**src/rtl/display_pkg.sv**
```systemverilog
// Shared types and constants for the multiplexed 7448 display scanner.
package display_pkg;

  localparam int NUM_DIGITS        = 4;
  localparam int BCD_W             = 4;
  localparam int IDX_W             = $clog2(NUM_DIGITS);
  localparam int DEFAULT_SCAN_DIV  = 1000;
  localparam int DEFAULT_LT_FRAMES = 4;

  typedef enum logic {
    SCAN = 1'b0,
    LAMP = 1'b1
  } state_t;

endpackage

```
**src/rtl/scan_tick_gen.sv**
```systemverilog
// Slot counter and digit index: each digit is driven for SCAN_DIV clocks,
// and the index rolls 0..NUM_DIGITS-1. wrap flags the cycle before 3 -> 0.
module scan_tick_gen
  import display_pkg::*;
#(
  parameter int SCAN_DIV = DEFAULT_SCAN_DIV
) (
  input  logic             clk,
  input  logic             rst,
  input  logic             clear,
  output logic             slot_zero,
  output logic [IDX_W-1:0] index,
  output logic             wrap
);

  localparam int              CNT_W     = $clog2(SCAN_DIV);
  localparam logic [CNT_W-1:0] SLOT_LAST = CNT_W'(SCAN_DIV - 1);
  localparam logic [IDX_W-1:0] IDX_LAST  = IDX_W'(NUM_DIGITS - 1);

  logic [CNT_W-1:0] slot_cnt;

  // NOTE: state registers use non-blocking assignments so every flop samples
  // pre-edge values regardless of block ordering.
  always_ff @(posedge clk) begin
    if (rst || clear) begin
      slot_cnt <= '0;
      index    <= '0;
    end else if (slot_cnt == SLOT_LAST) begin
      slot_cnt <= '0;
      index    <= (index == IDX_LAST) ? '0 : index + 1'b1;
    end else begin
      slot_cnt <= slot_cnt + 1'b1;
    end
  end

  assign slot_zero = (slot_cnt == '0);
  assign wrap      = (slot_cnt == SLOT_LAST) && (index == IDX_LAST);

endmodule

```
**src/rtl/display_scan_controller.sv**
```systemverilog
// Time-shares one 7448 BCD decoder across four digits with tear-free updates,
// leading-zero blanking via RBI, and a frame-counted lamp test.
module display_scan_controller
  import display_pkg::*;
#(
  parameter int SCAN_DIV  = DEFAULT_SCAN_DIV,
  parameter int LT_FRAMES = DEFAULT_LT_FRAMES
) (
  input  logic                        clk,
  input  logic                        rst,
  input  logic [NUM_DIGITS*BCD_W-1:0] digits_in,
  input  logic                        load,
  input  logic                        lt_req,
  input  logic                        blank_en,
  output logic [BCD_W-1:0]            data,
  output logic                        LT,
  output logic                        RBI,
  output logic                        BI,
  output logic [NUM_DIGITS-1:0]       digit_sel,
  output logic                        frame_done,
  output logic                        lt_busy
);

  localparam int              LF_W       = $clog2(LT_FRAMES + 1);
  localparam logic [LF_W-1:0] FRAME_LAST = LF_W'(LT_FRAMES - 1);

  state_t                      state;
  logic [LF_W-1:0]             lt_cnt;
  logic [NUM_DIGITS*BCD_W-1:0] shadow;
  logic [NUM_DIGITS*BCD_W-1:0] pending;
  logic                        pend_flag;
  logic                        blank_q;
  logic                        frame_done_q;
  logic                        slot_zero;
  logic                        wrap;
  logic [IDX_W-1:0]            index;
  logic                        clear;

  // A lamp test restarts the scan so it always covers whole frames.
  assign clear = (state == SCAN) && lt_req;

  scan_tick_gen #(.SCAN_DIV(SCAN_DIV)) u_tick (
    .clk       (clk),
    .rst       (rst),
    .clear     (clear),
    .slot_zero (slot_zero),
    .index     (index),
    .wrap      (wrap)
  );

  always_ff @(posedge clk) begin
    if (rst) begin
      state  <= SCAN;
      lt_cnt <= '0;
    end else begin
      case (state)
        SCAN: begin
          if (lt_req) begin
            state  <= LAMP;
            lt_cnt <= '0;
          end
        end
        LAMP: begin
          if (wrap) begin
            if (lt_cnt == FRAME_LAST) begin
              state  <= SCAN;
              lt_cnt <= '0;
            end else begin
              lt_cnt <= lt_cnt + 1'b1;
            end
          end
        end
        default: state <= SCAN;
      endcase
    end
  end

  // NOTE: shadow and pending are reset explicitly; the display must come up
  // showing zero and a stale pending value must never reach the shadow.
  always_ff @(posedge clk) begin
    if (rst) begin
      shadow       <= '0;
      pending      <= '0;
      pend_flag    <= 1'b0;
      blank_q      <= 1'b0;
      frame_done_q <= 1'b0;
    end else begin
      blank_q      <= blank_en;
      frame_done_q <= wrap;
      if (wrap) begin
        // A load landing on the wrap edge beats the older pending value.
        if (load)           shadow <= digits_in;
        else if (pend_flag) shadow <= pending;
        pend_flag <= 1'b0;
      end else if (load) begin
        pending   <= digits_in;
        pend_flag <= 1'b1;
      end
    end
  end

  assign data       = shadow[int'(index)*BCD_W +: BCD_W];
  assign digit_sel  = NUM_DIGITS'(1) << index;
  assign BI         = slot_zero || blank_q;
  assign LT         = (state == LAMP);
  assign lt_busy    = (state == LAMP);
  assign frame_done = frame_done_q;

  // Suppress a digit only when it and every more-significant digit are zero.
  // NOTE: RBI gets a default before the loop so no path leaves it unassigned
  // and no latch is inferred.
  always_comb begin
    RBI = (index != '0);
    for (int j = 0; j < NUM_DIGITS; j++) begin
      if (j >= int'(index) && shadow[j*BCD_W +: BCD_W] != '0) RBI = 1'b0;
    end
  end

endmodule

```
**config.mk**
```make
export PLATFORM = sky130hd
export DESIGN_NAME = display_scan_controller
export DESIGN_NICKNAME = d
export VERILOG_FILES = /design/src/rtl/display_pkg.sv /design/src/rtl/scan_tick_gen.sv /design/src/rtl/display_scan_controller.sv
export SDC_FILE = /design/constraint.sdc
export NUM_CORES = 1
export LEC_CHECK = 0
export BUFFER_PORTS_ARGS = -buffer_cell sky130_fd_sc_hd__buf_2
export CAP_MARGIN = 25
export CELL_PAD_IN_SITES_DETAIL_PLACEMENT = 1
export CELL_PAD_IN_SITES_GLOBAL_PLACEMENT = 1
export CORE_ASPECT_RATIO = 0.9
export CORE_MARGIN = 4
export CORE_UTILIZATION = 48
export DETAILED_ROUTE_END_ITERATION = 10
export HOLD_SLACK_MARGIN = 0.12
export PLACE_DENSITY = 0.9
export SETUP_SLACK_MARGIN = 0.15
export SLEW_MARGIN = 20
export SYNTH_ARGS = -nofsm -noshare
export SYNTH_HDL_FRONTEND = slang
export SYNTH_HIERARCHICAL = 1
export SYNTH_SLANG_ARGS = --single-unit
```
**constraint.sdc**
```tcl
create_clock -name clk -period 3.6 [get_ports clk]
set_input_delay 0.72 -clock clk [delete_from_list [all_inputs] [get_ports clk]]
set_output_delay 0.72 -clock clk [all_outputs]
set_load 0.05 [all_outputs]
```
==> results.md, run 1 <==
* Final Cell Area at 2720 um2
* Synthesized area per cell at 9.95 um2
* IO buf count at 33
* Worst setup path category: register to primary output
* CTS Root Cell: clkbuf_8
* Max-Cap Viols at 0
* Post-CTS sizing at 0
* Async S/R FF share, synth at 0%
* Worst Reg2Reg Path Length in Cells at 7
* Largest net degree at the start of global routing at 33
* Clk_lat worst skew at 0.30 ns
* Crit end category: primary output
* Startpoint Class: register
* Area leader, netlist: dfxtp_1
* Starting Density at 51.2%
* Static Leakage at 1.03 nW
* H-Tree Depth at 2
* Status: finished, final reports clean
* Syn Inst Count at 258
* Most frequent cells in the layout: 51 x dfxtp_1, 33 x buf_2, 30 x nand2_1
* Fin Setup TNS at 0 ns
* Synth cell types at 41
* EDFF count, synth at 0
* Overflow after GRT at 0
* Nets at 304
* DR vias at 1,875
* Dpl cells at 337
* Max-slew headroom at 47.4%
* Per-cell routed wire length at 16.7 um
* DIE WIDTH at 85.1 um
* Drt via density at 5.43
* First-pass GRT wire length at 9.58 mm
* I/O pin cnt at 34
* Number of remaining DRC errors at 0
* N_diodes at 0
* Slew Limit Fails at 0
* FMAX at 380 MHz
* Worst Hold Class: register to register
* Final setup margin at 0.969 ns
* RSZ-0062 raised after global routing: no
* Hold_buf cts at 0
* Placed cell areas at 2640 um2
* Final hold slack at 0.462 ns
* Reg2reg start: u_tick/slot_cnt[0]
* Critical Path RT at 2.88 ns
* FF-to-FF setup slack at 1.16 ns
* Die Y at 77.4 um
* Pre-CTS setup slack at 1.16 ns
* Clock buffer depth at 2
* Finished Layout Cells at 345
* VDD IR-drop max at 201 uV
* Rows at 24
* Min-delay src: pending[2]
* Final setup violating endpoints at 0
* Clk sinks at 51
* Final period utilization at 73.1%
* Share of the synthesized area in the top cell type at 39.8%
* RR Endpoint: pending[12]
* CTS tree: yes
* Hold Violations, Final at 0
* Drt first pass iters at 4
* Core ar. at 5010 um2
* Ys Warns at 6
* Cts bufs inserted at 5
* Worst Path Arrival at 1.91 ns
* Synthesized cell area at 2570 um2
* Hpwl dp at 4.22 mm
* Number of global-route vias before repair at 1,925
* Clock-pin transition on the worst setup and hold timing paths at 0.09 ns
* Pwr dens at 370 nW/um2
* Gpl congestion at 0.875
* Synth area leaders: dfxtp_1 40%, a211oi_2 7.8%, mux2i_1 7.0%
* Commonest non-fill, non-tap cell in the layout: dfxtp_1
* Synthesized Nets at 283
* DR iter-0 viols at 100
* Antenna Nets Post-Route at 0
* Area delta synth->final at 6.00%
* Final wirelength at 5.77 mm
* Seq/Total Area, Yosys at 39.8%
* Hold Path End: pending[2]
* Post-CTS setup buffer count at 0
* Die area at 6580 um2
* Share of post-route cells with drive strength above 1 at 36.1%
* Measured slew at the worst slew-check pin at 0.789 ns
* Global-route usage over all layers at 18.2%
* Worst Hold Depth at 2
* Worst Path Max Fanout at 4
* Yosys reg bits at 51
* Tmin final at 2.63 ns
* Clk_skew at 0.00626 ns
* Primary FF master, synth: dfxtp_1
* Initial antenna violation count at 0
-- sequential cells by signal, indices dropped and copies added, names as in the netlist --
signal and flops:
LT 1, blank_q 1, frame_done 1, lt_cnt 3
pend_flag 1, pending 16, shadow 16, u_tick/index 2
u_tick/slot_cnt 10
-- layout make-up --
class                   instances  area (um2)
multi-input cells             184        1350
well taps                      65        81.3
flip-flops and latches         51        1020
inverters                       3        11.3
clock inverters                 1        5.00
fillers                       598        2290
clock buffers                   7        76.3
repair buffers                 34         173
-- cell usage after synthesis (3+ instances only) --
library cell  count
nor3_1            3
mux4_2            4
nand3_1           8
buf_6             5
nor2_1           20
ha_1              4
a211oi_2         16
buf_12            3
inv_1             3
nor2_2           14
nor2b_1           6
buf_4             3
xnor2_1           5
a21oi_1           9
buf_2             7
mux2i_1          18
dfxtp_1          51
nand2_1          30
nand2_2          10
a21oi_2          10
nor4_1            4
-- per-layer routing --
layer / part of all wire [%] / vias to the layer above / global-route usage, %
li1: - / 930 / -
met1: 46 / 912 / 23.6
met2: 48 / 26 / 30.2
met3: 3.6 / 7 / 3.92
met4: 1.7 / 0 / 5.85
met5: 0 / - / 0
-- worst max-delay path by stage --
stage | end | start | slack [ns]
final | BI | u_tick/slot_cnt[0] | 0.97
after global placement | pending[11] | u_tick/slot_cnt[0] | 1.29
after CTS | BI | u_tick/slot_cnt[0] | 0.95
after floorplan | RBI | shadow[12] | 1.30
after global routing | pending[11] | u_tick/slot_cnt[0] | 0.88
after detailed placement | pending[1] | u_tick/slot_cnt[0] | 1.16
-- where the power goes --
group          switching, W  internal, W
combinational     0.0000672    0.0000345
sequential       0.00000967     0.000578
clock              0.000182     0.000137
-- worst max-delay path, stage by stage, from the launching register on --
cell and delay [ns]:
dfxtp_1 0.34, inv_1 0.06, ha_1 0.15, nor4b_1 0.28
nand2_1 0.09, nor4_1 0.25, or2_2 0.17, buf_2 0.26
-- per-stage QoR --
stage | total power (W) | utilization (%)
2_1_floorplan | 0.000677 | -
3_3_place_gp | 0.000697 | 52.6
3_5_place_dp | 0.000702 | 52.6
4_1_cts | 0.00101 | 54.2
5_1_grt | 0.00105 | 54.2
6_report | 0.00101 | 54.2
-- cells by family (layout without fill, tap and decap cells) --
| kind of cell | count (synthesis) | in the layout | synth area share, % |
|---|---|---|---|
| AO/OA/AOI/OAI | 41 | 41 | 14.9 |
| XOR/XNOR | 7 | 7 | 2.39 |
| AND/OR/NAND/NOR | 110 | 110 | 22.9 |
| buffers and inverters | 23 | 45 | 7.51 |
| adder cells (fa/ha/maj) | 4 | 4 | 1.95 |
| flip-flops | 51 | 51 | 39.8 |
| multiplexers | 22 | 22 | 10.5 |
Power figures use the tool's default switching activity.
==> run 2: changes to the inputs <==
--- a/config.mk
+++ b/config.mk
@@ -5,16 +5,17 @@
 export SDC_FILE = /design/constraint.sdc
 export NUM_CORES = 1
 export LEC_CHECK = 0
+export ABC_AREA = 1
 export BUFFER_PORTS_ARGS = -buffer_cell sky130_fd_sc_hd__buf_2
 export CAP_MARGIN = 25
 export CELL_PAD_IN_SITES_DETAIL_PLACEMENT = 1
 export CELL_PAD_IN_SITES_GLOBAL_PLACEMENT = 1
 export CORE_ASPECT_RATIO = 0.9
 export CORE_MARGIN = 4
-export CORE_UTILIZATION = 48
+export CORE_UTILIZATION = 40
 export DETAILED_ROUTE_END_ITERATION = 10
 export HOLD_SLACK_MARGIN = 0.12
-export PLACE_DENSITY = 0.9
+export PLACE_DENSITY = 0.84
 export SETUP_SLACK_MARGIN = 0.15
 export SLEW_MARGIN = 20
 export SYNTH_ARGS = -nofsm -noshare
==> constraint.sdc (replaced) <==
create_clock -name clk -period 2.5 [get_ports clk]
set_input_delay 0.5 -clock clk [delete_from_list [all_inputs] [get_ports clk]]
set_output_delay 0.5 -clock clk [all_outputs]
set_load 0.05 [all_outputs]
==> run 2 against run 1 <==
Clock skew grew 0.0044 ns. Clock-buffer cell count stayed put. Non-clock buffer count rose by 1. Via count is 24% higher. Setup slack worse by 0.56 ns. Register-to-register slack got worse by 0.62 ns. Total power increased by 45%. First-iteration DRC count is 2.0% lower. Combinational power increased by 34%. Wire length rose by 6.9%. Synthesized cell count is 47% higher. Critical path type unchanged. Critical endpoint is now data[0]. Largest power group unchanged. Highest routed layer unchanged.
==> results.md, run 2 <==
* Status: finished, final reports clean
* Area delta synth->final at 10.9%
* Largest net degree at the start of global routing at 33 (unchanged)
* Worst Path Arrival at 1.59 ns (-0.32 ns)
* Drt first pass iters at 4 (unchanged)
* Biggest regs: pending: 16 flops, shadow: 16 flops, u_tick/slot_cnt: 10 flops
* Max-slew headroom at 50.3% (+3.0 points)
* Post-synth top cells: 96 x nand2_1, 83 x nor2_1, 51 x dfxtp_1
* Per-cell routed wire length at 12.4 um (-26%)
* Busiest grt layer: met2
* Synth Area in XOR/XNOR at 1.39% (-1.0 points)
* Starting Density at 41.3% (-9.9 points)
* Initial antenna violation count at 0 (unchanged)
* Min-delay src: blank_en
* Clk sinks at 51 (unchanged)
* Drt via density at 4.65 (-14%)
* Global-route usage over all layers at 17.3% (-0.93 points)
* IO buf count at 33 (unchanged)
* Clk_lat worst skew at 0.31 ns (about the same)
* Post-Synth Simple-Gate Area at 34.0% (+11 points)
* Switching pwr at 0.000381 W (+47%)
* Final Util at 45.8% (-8.5 points)
* Worst Hold Class: primary input to register
* VDD IR-drop max at 335 uV (+67%)
* H-Tree Depth at 2 (unchanged)
* Layout filler cell count at 838 (+40%)
* Synthesized Nets at 405 (+43%)
* Startpoint Class: register
* Final Cell Area at 2800 um2 (+2.9%)
* I/O pin cnt at 34 (unchanged)
* Hold_buf cts at 0 (unchanged)
* Measured slew at the worst slew-check pin at 0.742 ns (-0.0474 ns)
* Post-CTS sizing at 0 (unchanged)
* RSZ-0062 raised after global routing: no
* CTS Root Cell: clkbuf_8
* Dpl cells at 490 (+45%)
* Final period utilization at 83.8%
* Placed cell areas at 2710 um2 (+2.8%)
* CP startpoint: u_tick/index[1]
* Finished Layout Cells at 498 (+44%)
* Critical Path RT at 2.00 ns (-0.88 ns)
* First-pass GRT wire length at 10.9 mm (+14%)
* Primary FF master, synth: dfxtp_1
* Most frequent cells in the layout: 96 x nand2_1, 82 x nor2_1, 51 x dfxtp_1
* Most numerous cell in the Yosys netlist: nand2_1
* Met2 Track Usage GR at 27.4% (-2.8 points)
* Nets at 435 (+43%)
* Number of global-route vias before repair at 2,343 (+22%)
* Synthesized area per cell at 6.64 um2 (-33%)
* N_diodes at 0 (unchanged)
* Synth cell types at 27 (-34%)
* Final wirelength at 6.17 mm (+6.9%)
* Yosys reg bits at 51 (unchanged)
* Share of the synthesized area in the top cell type at 40.5% (+0.69 points)
* Commonest non-fill, non-tap cell in the layout: nand2_1
* Comb power frac at 9.4% (-0.7 points)
* Post-synthesis compound-gate area fraction at 11.0% (-3.9 points)
* Clk_skew at 0.0107 ns (+0.00441 ns)
* DR vias at 2,317 (+24%)
* Overflow after GRT at 0 (unchanged)
* Synthesized cell area at 2520 um2 (-1.7%)
* Core ar. at 6110 um2 (+22%)
* Ys Warns at 6 (unchanged)
* Fin Setup TNS at 0 ns (unchanged)
* DIE WIDTH at 91.7 um (+7.8%)
* FMAX at 478 MHz
* Clock buffer depth at 2 (unchanged)
* Slew Limit Fails at 0 (unchanged)
* Share of post-route cells with drive strength above 1 at 13.4% (-23 points)
* Rows at 27 (+13%)
* Synth area leaders: dfxtp_1 40%, nand2_1 14%, nor2_1 12%
* Met1 Usage GRT at 23.7% (+0.076 points)
* Gpl congestion at 0.823 (-5.9%)
* EDFF count, synth at 0 (unchanged)
* Synth Area in Adders at 1.98% (+0.034 points)
* CTS tree: yes
* Pwr dens at 521 nW/um2 (+41%)
* Seq pwr share at 58.1% (-0.2 points)
* Cts bufs inserted at 5 (unchanged)
* Switching Share at 26.1% (+0.42 points)
* Clock-pin transition on the worst setup and hold timing paths at 0.09 ns (about the same)
* Final setup violating endpoints at 0 (unchanged)
* Async S/R FF share, synth at 0% (unchanged)
* Reg2reg start: u_tick/slot_cnt[0]
* Area leader, netlist: dfxtp_1
* Mux share of post-synthesis cell area at 0% (-11 points)
* Largest family of logic cells by synthesized area: simple AND/OR/NAND/NOR gates
* Syn Inst Count at 380 (+47%)
* Worst Path Max Fanout at 7 (+3)
* Number of remaining DRC errors at 0 (unchanged)
* Hpwl dp at 4.64 mm (+10%)
* Static Leakage at 1.33 nW (+30%)
* Post-CTS setup buffer count at 0 (unchanged)
* Max-Cap Viols at 0 (unchanged)
* Crit end category: primary output
* Tmin final at 2.09 ns
* Die area at 7640 um2 (+16%)
* Grt met3 use at 3.80% (-0.12 points)
* Internal at 0.00108 W (+44%)
* Die Y at 83.3 um (+7.7%)
* Hold Violations, Final at 0 (unchanged)
* FF-to-FF setup slack at 0.54 ns (-0.62 ns)
* Worst setup path category: register to primary output
* Clock network power share at 32.5% (+0.9 points)
* Seq/Total Area, Yosys at 40.5% (+0.69 points)
* DR iter-0 viols at 98 (-2.0%)
* Antenna Nets Post-Route at 0 (unchanged)
run 2: cell types whose count changed in the layout (fill, tap and decap cells not counted), moves of 6 or more:
cell / delta
a21oi_1: +16
nand2_1: +66
nor2_2: -11
o21ai_0: +23
a21oi_2: -10
nor2b_1: -6
nor2_1: +62
inv_1: +45
a211oi_2: -16
mux2i_1: -18
nand2_2: -8
run 2: critical path, cell delays in order, from the launching register on:
cell and delay (ns):
dfxtp_1 0.47, inv_1 0.09, nor2_1 0.27, a21oi_1 0.11, nand2_1 0.09, buf_2 0.26
run 2: routing by layer:
layer	wire length, um	share of wire, %
met1	3110	50
met2	2740	44
met5	0	0
met3	238	3.9
met4	75	1.2
run 2: cell type report:
type                    instances  area (um2)  area share [%]
multi-input cells             268        1220            43.7
repair buffers                 35         180            6.44
well taps                      87         109            3.89
flip-flops and latches         51        1020            36.5
inverters                      49         184            6.57
clock inverters                 1        5.00           0.179
clock buffers                   7        76.3            2.73
run 2: through the flow:
stage          power [W]  setup WS [ns]  hold WS [ns]
3_3_place_gp     0.00100          0.581         0.434
3_5_place_dp     0.00100          0.474         0.443
4_1_cts          0.00147          0.384         0.406
5_1_grt          0.00153          0.201         0.407
2_1_floorplan   0.000961          0.218         0.424
6_report         0.00146          0.406         0.406
run 2: path summary, 6_finish.rpt:
check,cells after the start,to
setup / recovery,5,data[0]
hold reg to reg,2,pending[9]
hold / removal,3,blank_q
setup reg to reg,10,pending[15]
run 2: power by group through the flow:
stage | Combinational, W | Clock, W | Sequential (W)
floorplan | 0.0000935 | 0 | 0.000868
global placement | 0.000135 | 0 | 0.000865
detailed placement | 0.000138 | 0 | 0.000867
CTS | 0.000139 | 0.000485 | 0.000848
global route | 0.000157 | 0.000526 | 0.000851
finish | 0.000137 | 0.000474 | 0.000848
run 2: logic make-up after synthesis:
group | Yosys count
simple gates | 207
buf+inv | 61
xor+xnor | 4
fa+ha+maj | 4
flops | 51
compound gates | 53
==> run 3: changes to the inputs <==
--- a/config.mk
+++ b/config.mk
@@ -5,14 +5,14 @@
 export SDC_FILE = /design/constraint.sdc
 export NUM_CORES = 1
 export LEC_CHECK = 0
-export ABC_AREA = 1
+export ABC_AREA = 0
 export BUFFER_PORTS_ARGS = -buffer_cell sky130_fd_sc_hd__buf_2
 export CAP_MARGIN = 25
 export CELL_PAD_IN_SITES_DETAIL_PLACEMENT = 1
 export CELL_PAD_IN_SITES_GLOBAL_PLACEMENT = 1
 export CORE_ASPECT_RATIO = 0.9
 export CORE_MARGIN = 4
-export CORE_UTILIZATION = 40
+export CORE_UTILIZATION = 44
 export DETAILED_ROUTE_END_ITERATION = 10
 export HOLD_SLACK_MARGIN = 0.12
 export PLACE_DENSITY = 0.84
==> constraint.sdc (replaced) <==
create_clock -name clk -period 2 [get_ports clk]
set_input_delay 0.4 -clock clk [delete_from_list [all_inputs] [get_ports clk]]
set_output_delay 0.4 -clock clk [all_outputs]
set_load 0.05 [all_outputs]
==> run 3 against run 2 <==
The flow now finishes with violations (negative setup slack). Sequential cell count unchanged. Register-to-register slack worse by 0.64 ns. Clock power increased by 32%. Non-clock buffer count rose by 41. Combinational power increased by 93%. Setup slack got worse by 0.50 ns. Wire length increased by 53%. Clock skew down 0.0056 ns. Critical path depth grew 5. Core utilization rose by 14 points. Critical endpoint is now shadow[12]. Largest cell class unchanged. Largest power group unchanged. Highest routed layer unchanged.
==> results.md, run 3 (same netlist as run 1, synthesis figures left out) <==
* First-pass GRT wire length at 10.8 mm (-0.51%)
* Overflow after GRT at 0 (unchanged)
* Slew Limit Fails at 0 (unchanged)
* H-Tree Depth at 2 (unchanged)
* Worst Path Arrival at 2.30 ns (+0.71 ns)
* N_diodes at 0 (unchanged)
* Rows at 26 (-3.7%)
* Gpl congestion at 0.758 (-8.0%)
* Clk_skew at 0.00506 ns (-0.00562 ns)
* Commonest non-fill, non-tap cell in the layout: dfxtp_1
* RSZ-0062 raised after global routing: yes
* Clock buffer depth at 2 (unchanged)
* Pwr dens at 571 nW/um2 (+9.6%)
* Most frequent CP cell: buf_4
* Hold Violations, Final at 0 (unchanged)
* Worst Hold Class: primary input to register
* Final setup margin at -0.0979 ns (-0.504 ns)
* Per-cell routed wire length at 24.0 um (+94%)
* Critical Path RT at 2.20 ns (+0.20 ns)
* RR Endpoint: shadow[12]
* Max-Cap Viols at 0 (unchanged)
* VDD IR-drop max at 554 uV (+65%)
* DIE WIDTH at 88.5 um (-3.5%)
* Dpl cells at 354 (-28%)
* Worst Path Max Fanout at 7 (unchanged)
* CP max stage delay at 0.37 ns (-0.10 ns)
* Violated checks: negative setup slack
* FMAX at 477 MHz
* Starting Density at 45.3% (+4.1 points)
* DR iter-0 viols at 165 (+68%)
* CTS tree: yes
* Finished Layout Cells at 392 (-21%)
* CTS Root Cell: clkbuf_8
* CP max-delay cell: dfxtp_4
* Worst setup path category: register to register
* Number of global-route vias before repair at 2,190 (-6.5%)
* Final Util at 60.2% (+14 points)
* Largest net degree at the start of global routing at 24 (-27%)
* Final period utilization at 105%
* Area delta synth->final at 32.7%
* Share of post-route cells with drive strength above 1 at 52.2% (+39 points)
* Worst Hold Depth at 2 (-1)
* Die Y at 80.5 um (-3.5%)
* Static Leakage at 1.39 nW (+4.1%)
* FF-to-FF setup slack at -0.1 ns (-0.64 ns)
* Min-delay src: blank_en
* Crit end category: register
* Cts bufs inserted at 5 (unchanged)
* Number of remaining DRC errors at 0 (unchanged)
* Global-route usage over all layers at 20.2% (+2.9 points)
* Final wirelength at 9.41 mm (+53%)
* Reg2reg start: u_tick/slot_cnt[0]
* Final hold slack at 0.294 ns (-0.112 ns)
* Drt via density at 5.78 (+24%)
* Hold Path End: blank_q
* I/O pin cnt at 34 (unchanged)
* Hpwl dp at 4.40 mm (-5.2%)
* Critical-path cell list: buf_4 -> buf_6 -> ha_4 -> nand4_4 -> nor4_4 -> and2_4 -> o21a_4 -> clkbuf_16 -> buf_4 -> a211oi_2
* Drt first pass iters at 4 (unchanged)
* Max-slew headroom at 68.1% (+18 points)
* IO buf count at 33 (unchanged)
* Clock-pin transition on the worst setup and hold timing paths at 0.10 ns (about the same)
* Status: finished with violations
* Biggest regs: pending: 16 flops, shadow: 16 flops, u_tick/slot_cnt: 10 flops
* DR vias at 2,265 (-2.2%)
* Clk_lat worst skew at 0.32 ns (about the same)
* Nets at 346 (-20%)
* Clk sinks at 51 (unchanged)
* Startpoint Class: register
* Tmin final at 2.10 ns
* Initial antenna violation count at 0 (unchanged)
* Worst Reg2Reg Path Length in Cells at 10 (unchanged)
* Hold_buf cts at 0 (unchanged)
* Most frequent cells in the layout: 42 x dfxtp_1, 29 x buf_4, 27 x buf_2
* Final setup violating endpoints at 19 (+19)
* Antenna Nets Post-Route at 0 (unchanged)
* Measured slew at the worst slew-check pin at 0.477 ns (-0.265 ns)
* Die area at 7120 um2 (-6.8%)
* Core ar. at 5660 um2 (-7.4%)
[run 3: changes by cell type in the layout (fill, tap and decap cells not counted), moves of 16 or more]
cell	before	now
nand2_1	96	25
mux2i_1	0	18
inv_1	48	3
a21oi_1	25	8
a211oi_2	0	16
nor2_1	82	18
buf_4	2	29
o21ai_0	25	2
[run 3: critical path: cells and delay by family, from the launching register on]
family                   cells  cell delay [ns]
AND/OR/NAND/NOR              3             0.64
AO/OA/AOI/OAI                2             0.31
buffers and inverters        4             0.49
adder cells (fa/ha/maj)      1             0.15
flip-flops                   1             0.37
[run 3: per-layer routing]
layer  global-route usage, %  vias up  share of wire (%)
met5                       0        -                  0
met1                    26.1     1117                 39
li1                        -     1015                  -
met4                    8.46        0                4.9
met3                    4.82       40                5.7
met2                    32.1       93                 50
[run 3: power breakdown]
group / leakage, nW / switching [W] / internal, W / total [W]
clock network: 0.0422 / 0.000378 / 0.000247 / 0.000626
registers: 0.421 / 0.0000197 / 0.00104 / 0.00105
logic: 0.925 / 0.000157 / 0.000108 / 0.000265
total: 1.39 / 0.000555 / 0.00139 / 0.00195
[run 3: repair_timing]
item / CTS / global route
endpoints found under the hold margin: 0 / 0
setup buffers: 12 / 14
gates cloned: 0 / 4
pin swaps: 4 / 25
gates resized for setup: 25 / 40
setup endpoints to repair: 27 / 32
[run 3: area by class of cell]
type | count | area (um2)
inverters | 3 | 11.3
flip-flops and latches | 51 | 1040
repair buffers | 76 | 674
fillers | 620 | 2250
clock inverters | 1 | 5.00
well taps | 70 | 87.6
multi-input cells | 184 | 1510
clock buffers | 7 | 76.3
[run 3: stage by stage]
stage / setup TNS, ns / power, W / worst slack, ns / instance area, um2
floorplan: 0 / 0.00122 / 0.157 / 2590
global placement: 0 / 0.00127 / 0.208 / 2800
detailed placement: 0 / 0.00128 / 0.130 / 2800
CTS: 0 / 0.00187 / 0.00703 / 3050
global route: -3.33 / 0.00201 / -0.208 / 3410
finish: -1.11 / 0.00195 / -0.0979 / 3410
[run 3: worst max path at each step]
stage	start	to	slack [ns]	cells after the start
after CTS	u_tick/slot_cnt[1]	BI	0.007	7
final	u_tick/slot_cnt[0]	shadow[12]	-0.1	10
after floorplan	u_tick/slot_cnt[1]	pending[6]	0.16	10
after global placement	u_tick/slot_cnt[0]	BI	0.21	7
after detailed placement	u_tick/slot_cnt[0]	shadow[12]	0.13	8
after global routing	u_tick/slot_cnt[0]	BI	-0.21	7
